===== config.mk =====
export PLATFORM = sky130hd
export DESIGN_NAME = clint_mc
export DESIGN_NICKNAME = d
export VERILOG_FILES = /design/src/rtl/clint_mc.sv
export SDC_FILE = /design/constraint.sdc
export NUM_CORES = 1
export LEC_CHECK = 0
export ABC_AREA = 0
export BUFFER_PORTS_ARGS = -buffer_cell sky130_fd_sc_hd__buf_2
export CAP_MARGIN = 20
export CORE_ASPECT_RATIO = 0.6
export CORE_MARGIN = 10
export CORE_UTILIZATION = 27
export CTS_CLUSTER_DIAMETER = 100
export CTS_CLUSTER_SIZE = 14
export DETAILED_ROUTE_END_ITERATION = 10
export SYNTH_ARGS = -nofsm -noshare
export SYNTH_HDL_FRONTEND = slang
export SYNTH_SLANG_ARGS = --single-unit

===== constraint.sdc =====
create_clock -name clk -period 2.6 [get_ports clk]
set_input_delay 0.26 -clock clk [delete_from_list [all_inputs] [get_ports clk]]
set_output_delay 0.26 -clock clk [all_outputs]
set_load 0.01 [all_outputs]

===== src/rtl/clint_mc.sv =====
`timescale 1ns/1ps
`default_nettype none
// +--------------------------------------------------------------------+
// | Module : clint_mc                                                  |
// | Core-local interruptor: trap/MRET CSR sequencing plus machine timer|
// | Rev    : 1.0                                                       |
// +--------------------------------------------------------------------+
module clint_mc #(
  parameter int NUM_IRQ  = 8,
  parameter int XLEN     = 32,
  parameter int TICK_DIV = 1
) (
  input  logic               clk,
  input  logic               rst_n,
  input  logic               exc_valid_i,
  input  logic [4:0]         exc_cause_i,
  input  logic [XLEN-1:0]    exc_pc_i,
  input  logic [XLEN-1:0]    exc_tval_i,
  input  logic               mret_i,
  input  logic [XLEN-1:0]    next_pc_i,
  input  logic               atom_opt_busy_i,
  input  logic [NUM_IRQ-1:0] irq_i,
  input  logic [NUM_IRQ-1:0] irq_en_i,
  input  logic               mtie_i,
  input  logic [XLEN-1:0]    csr_mtvec_i,
  input  logic [XLEN-1:0]    csr_mepc_i,
  input  logic [XLEN-1:0]    csr_mstatus_i,
  input  logic               tcmp_we_i,
  input  logic               tcmp_hi_i,
  input  logic [31:0]        tcmp_wdata_i,
  output logic [63:0]        mtime_o,
  output logic               timer_pend_o,
  output logic               flush_flag_o,
  output logic               stall_flag_o,
  output logic               we_o,
  output logic [XLEN-1:0]    waddr_o,
  output logic [XLEN-1:0]    data_o,
  output logic               int_assert_o,
  output logic [XLEN-1:0]    int_addr_o,
  output logic               irq_ack_o,
  output logic [3:0]         irq_ack_id_o
);

  localparam logic [11:0] c_addr_mstatus = 12'h300;
  localparam logic [11:0] c_addr_mepc    = 12'h341;
  localparam logic [11:0] c_addr_mcause  = 12'h342;
  localparam logic [11:0] c_addr_mtval   = 12'h343;
  localparam int          c_pw           = (TICK_DIV > 1) ? $clog2(TICK_DIV) : 1;
  localparam logic [c_pw-1:0] c_presc_max = c_pw'(TICK_DIV - 1);

  typedef enum logic [2:0] {
    S_IDLE    = 3'd0,
    S_MEPC    = 3'd1,
    S_MSTATUS = 3'd2,
    S_MTVAL   = 3'd3,
    S_MCAUSE  = 3'd4,
    S_JUMP    = 3'd5,
    S_MRET    = 3'd6
  } state_t;

  state_t            r_state, w_state_nxt;
  logic [63:0]       r_mtime, r_mtimecmp;
  logic [c_pw-1:0]   r_presc;
  logic              r_is_mret;
  logic [XLEN-1:0]   r_tval, r_cause;

  logic [NUM_IRQ-1:0] w_ext_pend;
  logic               w_tmr_pend, w_any_req, w_idle, w_accept, w_take_mret;
  logic [3:0]         w_ext_idx;
  logic [XLEN-1:0]    w_epc, w_tval, w_cause, w_mst_trap, w_mst_mret, w_trap_tgt;
  logic               w_we_nxt, w_assert_nxt;
  logic [XLEN-1:0]    w_waddr_nxt, w_data_nxt, w_addr_nxt;

  assign mtime_o      = r_mtime;
  assign timer_pend_o = (r_mtime >= r_mtimecmp);

  assign w_ext_pend   = irq_i & irq_en_i & {NUM_IRQ{csr_mstatus_i[3]}};
  assign w_tmr_pend   = timer_pend_o & mtie_i & csr_mstatus_i[3];
  assign w_any_req    = exc_valid_i | mret_i | (|w_ext_pend) | w_tmr_pend;
  assign w_idle       = (r_state == S_IDLE);
  assign w_accept     = w_idle & ~atom_opt_busy_i & w_any_req;
  assign w_take_mret  = ~exc_valid_i & mret_i;

  assign flush_flag_o = ~w_idle;
  assign stall_flag_o = w_idle & atom_opt_busy_i & w_any_req;
  assign irq_ack_o    = w_accept & ~exc_valid_i & ~mret_i & (|w_ext_pend);
  assign irq_ack_id_o = irq_ack_o ? w_ext_idx : 4'd0;

  // Descending scan so the lowest pending index is the one left standing.
  always_comb begin
    w_ext_idx = 4'd0;
    for (int i = NUM_IRQ - 1; i >= 0; i--) begin
      if (w_ext_pend[i]) w_ext_idx = 4'(i);
    end
  end

  always_comb begin
    w_epc   = next_pc_i;
    w_tval  = '0;
    w_cause = XLEN'(7);
    w_cause[XLEN-1] = 1'b1;
    if (exc_valid_i) begin
      w_epc   = exc_pc_i;
      w_tval  = exc_tval_i;
      w_cause = XLEN'(exc_cause_i);
    end else if (|w_ext_pend) begin
      w_cause = XLEN'(5'd16 + {1'b0, w_ext_idx});
      w_cause[XLEN-1] = 1'b1;
    end
  end

  always_comb begin
    w_mst_trap    = csr_mstatus_i;
    w_mst_trap[7] = csr_mstatus_i[3];
    w_mst_trap[3] = 1'b0;
    w_mst_mret    = csr_mstatus_i;
    w_mst_mret[3] = csr_mstatus_i[7];
    w_mst_mret[7] = 1'b1;
    w_trap_tgt    = {csr_mtvec_i[XLEN-1:2], 2'b00};
    if (csr_mtvec_i[1:0] == 2'b01 && r_cause[XLEN-1])
      w_trap_tgt = w_trap_tgt + XLEN'({r_cause[4:0], 2'b00});
  end

  always_comb begin
    w_state_nxt = r_state;
    case (r_state)
      S_IDLE:    if (w_accept) w_state_nxt = w_take_mret ? S_MRET : S_MEPC;
      S_MEPC:    w_state_nxt = S_MSTATUS;
      S_MSTATUS: w_state_nxt = S_MTVAL;
      S_MTVAL:   w_state_nxt = S_MCAUSE;
      S_MCAUSE:  w_state_nxt = S_JUMP;
      S_MRET:    w_state_nxt = S_JUMP;
      default:   w_state_nxt = S_IDLE;
    endcase
  end

  // Port values are prepared for the state being entered, so they line up with it once registered.
  always_comb begin
    w_we_nxt     = 1'b0;
    w_waddr_nxt  = '0;
    w_data_nxt   = '0;
    w_assert_nxt = 1'b0;
    w_addr_nxt   = '0;
    case (w_state_nxt)
      S_MEPC:    begin w_we_nxt = 1'b1; w_waddr_nxt = XLEN'(c_addr_mepc);    w_data_nxt = w_epc;      end
      S_MSTATUS: begin w_we_nxt = 1'b1; w_waddr_nxt = XLEN'(c_addr_mstatus); w_data_nxt = w_mst_trap; end
      S_MTVAL:   begin w_we_nxt = 1'b1; w_waddr_nxt = XLEN'(c_addr_mtval);   w_data_nxt = r_tval;     end
      S_MCAUSE:  begin w_we_nxt = 1'b1; w_waddr_nxt = XLEN'(c_addr_mcause);  w_data_nxt = r_cause;    end
      S_MRET:    begin w_we_nxt = 1'b1; w_waddr_nxt = XLEN'(c_addr_mstatus); w_data_nxt = w_mst_mret; end
      S_JUMP:    begin w_assert_nxt = 1'b1; w_addr_nxt = r_is_mret ? csr_mepc_i : w_trap_tgt; end
      default:   ;
    endcase
  end

  always_ff @(posedge clk or negedge rst_n) begin
    if (!rst_n) begin
      r_state      <= S_IDLE;
      r_is_mret    <= 1'b0;
      r_tval       <= '0;
      r_cause      <= '0;
      we_o         <= 1'b0;
      waddr_o      <= '0;
      data_o       <= '0;
      int_assert_o <= 1'b0;
      int_addr_o   <= '0;
    end else begin
      r_state <= w_state_nxt;
      if (w_accept) begin
        r_is_mret <= w_take_mret;
        r_tval    <= w_tval;
        r_cause   <= w_cause;
      end
      we_o         <= w_we_nxt;
      waddr_o      <= w_waddr_nxt;
      data_o       <= w_data_nxt;
      int_assert_o <= w_assert_nxt;
      int_addr_o   <= w_addr_nxt;
    end
  end

  always_ff @(posedge clk or negedge rst_n) begin
    if (!rst_n) begin
      r_mtime    <= '0;
      r_mtimecmp <= '1;
      r_presc    <= '0;
    end else begin
      if (r_presc == c_presc_max) begin
        r_presc <= '0;
        r_mtime <= r_mtime + 64'd1;
      end else begin
        r_presc <= r_presc + 1'b1;
      end
      if (tcmp_we_i) begin
        if (tcmp_hi_i) r_mtimecmp[63:32] <= tcmp_wdata_i;
        else           r_mtimecmp[31:0]  <= tcmp_wdata_i;
      end
    end
  end

endmodule
`default_nettype wire


==> flow_summary.json <==
{
  "wl_per_cell_um": 20.5,
  "cp.arrival_ns": 3.26,
  "drc": 0,
  "cts_tree": "built",
  "multi_input_area_sq_um": 6200,
  "crit_type": "reg -> out",
  "utilization_pct": 41.1,
  "end_kind": "primary output",
  "status": "finished with violations",
  "std_cell_rows": 60,
  "die_width_um": 297,
  "fmax_mhz": 284,
  "htree_levels": 1,
  "seq_area_sq_um": 6090,
  "nets": 2162,
  "worst_setup_hold_path_clk_slew_ns": 0.08,
  "numCtsBuffers": 21,
  "synth-seq-cells": 240,
  "antenna_found_initial": 1,
  "yosysUniqueCellTypes": 56,
  "critical_path.max_fanout": 2,
  "drv_cap": 0,
  "slew_viol_final": 0,
  "synth-compound-area-share_pct": 14.9,
  "relSlewSlack_pct": 56.2,
  "io_buffers": 394,
  "violations": "setup timing",
  "grt_pass1_vias": 11710,
  "fin_ws_ns": -0.918,
  "final_cell_mix": "391 x buf_2, 176 x dfrtp_1, 132 x buf_4, 128 x nand2_1, 121 x dlygate4sd3_1",
  "power_density_nw_per_um2": 689,
  "synth-simple-area-share_pct": 12.1,
  "finClkSkew_ns": 0.0212,
  "synthAdderAreaFrac_pct": 7.23,
  "synth.area.top_cells": "dfrtp_1 36%, dfstp_2 14%, ha_1 7.1%",
  "syn_avg_cell_area_sq_um": 10.3,
  "r2r_slack_ns": -0.79,
  "ir_worst_vdd_v": 0.000395,
  "drtPass1Iterations": 5,
  "synth.area.mux_share_pct": 4.59,
  "setup_tns_ns": -51.70,
  "drtAntennaViolNets": 0,
  "fillers": 4322,
  "total_leakage_power_uw": 0.00917,
  "synth_seq_area_share_pct": 49.1,
  "fin_area_sq_um": 18500,
  "clk_path_buf_depth": 3,
  "postSynthCellCount": 1202,
  "core-area_sq_um": 45000,
  "clock_sinks": 240,
  "fin_crit_ns": 3.52,
  "dieArea_sq_um": 55100,
  "rsz0062_at_grt": "yes",
  "hold_ws_ns": 0.0205,
  "start_util_pct": 27.5,
  "setup_viol": 78,
  "startpoint_type": "flop",
  "yosysWarnings": 0,
  "synth_edf_count": 0,
  "placed_area_sq_um": 16000,
  "synth_top_family_by_area": "compound AO/OA/AOI/OAI gates",
  "ys_async_sr_fraction_pct": 100,
  "synth_top_area_share_pct": 35.6,
  "place_hpwl_um": 38100,
  "post-route-period-util_pct": 135,
  "finalHoldViolCount": 0,
  "yosys_most_used_dff": "dfrtp_1",
  "tightest_slew_ns": 0.657,
  "root_buffer": "clkbuf_16",
  "required_ns": 2.34,
  "drt-total-wl_um": 50000,
  "synth_xor_area_share_pct": 6.29,
  "die_h_um": 186,
  "overflow": 0,
  "clk_latency_ns": 0.54,
  "final_common_cell": "buf_2",
  "drive_above_1_share_pct": 41.3,
  "area_growth_pct": 49.5,
  "hold_path.class": "in -> reg",
  "grtUsageTotal_pct": 16.6,
  "grt_max_degree": 74,
  "gp_congestion": 0.916,
  "grt_pass1_wl_um": 71100,
  "routed-via-count": 11567,
  "drt_iter0_drc": 735,
  "synth.cell_area_sq_um": 12400,
  "vias_per_cell": 4.73,
  "ioPinCount": 423,
  "synth_area_leader_cell": "dfrtp_1"
}
[flip-flops by register name, indices dropped and copies added, names as in the netlist]
signal,count
data_o,32
mtime_o,64
r_tval,32
int_addr_o,32
r_mtimecmp,64
int_assert_o,1
r_state,3
r_is_mret,1
we_o,1
r_cause,6
waddr_o,4
[repair_timing]
item,in CTS,in global routing
setup endpoints to repair,79,89
pin swaps,14,83
resized for setup,23,92
endpoints found under the hold margin,189,0
setup buffers,2,10
gates cloned,0,9
hold buffers,121,0
[worst max-delay path, stage by stage, from the launching register on]
cell      delay [ns]
dfstp_2         0.53
inv_1           0.04
ha_1            0.28
nand4_1         0.21
or4_4           0.60
nand3b_1        0.22
o32ai_4         0.36
nor4_4          0.07
nor3b_2         0.24
buf_4           0.17
[kinds of logic (layout without fill, tap and decap cells)]
group           count (synthesis)  count (layout)
other cells                     1              30
xor+xnor                       89              89
buf+inv                       155             779
simple gates                  311             311
fa+ha+maj                      71              71
mux                            51              51
flops                         240             240
compound gates                284             284
[per-layer routing]
| metal | vias to the layer above | global-route usage (%) | part of all wire [%] |
|---|---|---|---|
| li1 | 5449 | - | - |
| met2 | 340 | 27.2 | 49 |
| met5 | - | 0 | 0 |
| met4 | 0 | 4.93 | 3.0 |
| met3 | 94 | 3.57 | 5.6 |
| met1 | 5684 | 21.8 | 42 |
[worst paths after layout]
check                                 end            from  cells after the start
min                            data_o[16]    exc_pc_i[16]                      3
min reg2reg                    mtime_o[0]      mtime_o[0]                      1
max                          stall_flag_o  r_mtimecmp[41]                      9
max reg2reg                    r_tval[21]  r_mtimecmp[41]                     13
max in group asynchronous  r_mtimecmp[36]           rst_n                      3
min in group asynchronous  int_addr_o[11]           rst_n                      2
[layout make-up]
| type | count | area share, % |
|---|---|---|
| Multi-Input combinational cell | 834 | 33.5 |
| Clock buffer | 36 | 3.20 |
| Timing Repair Buffer | 668 | 24.9 |
| Sequential cell | 240 | 32.9 |
| Antenna cell | 2 | 0.0270 |
| Clock inverter | 2 | 0.108 |
| Inverter | 73 | 1.48 |
| Tap cell | 589 | 3.98 |
[cell usage after synthesis, drive strengths merged (5+ instances only)]
| master | instances |
|---|---|
| dfrtp | 176 |
| nand2 | 128 |
| o21ai | 89 |
| inv | 73 |
| ha | 70 |
| a21oi | 67 |
| dfstp | 64 |
| a22oi | 57 |
| xnor2 | 55 |
| nor2 | 48 |
| buf | 43 |
| clkbuf | 39 |
| mux2 | 37 |
| a22o | 35 |
| xor2 | 34 |
| nand3 | 29 |
| and3 | 25 |
| nand4 | 23 |
| mux2i | 14 |
| nor3 | 11 |
| and2 | 10 |
| nand2b | 7 |
| nor4 | 7 |
| o221ai | 7 |
| and4 | 6 |
| a21o | 5 |
[through the flow]
step	instances	setup slack [ns]	power, uW
floorplan	1229	-0.0580	7250
global placement	2264	-0.579	8860
detailed placement	2264	-0.596	8950
CTS	2424	-0.999	12300
global route	2443	-1.05	13500
finish	2444	-0.918	12800
[power by group]
group / internal [uW] / switching [uW]
clock network: 1560 / 1530
logic: 2050 / 2460
registers: 4680 / 478
total: 8290 / 4460
(Power assumes the default switching activity.)
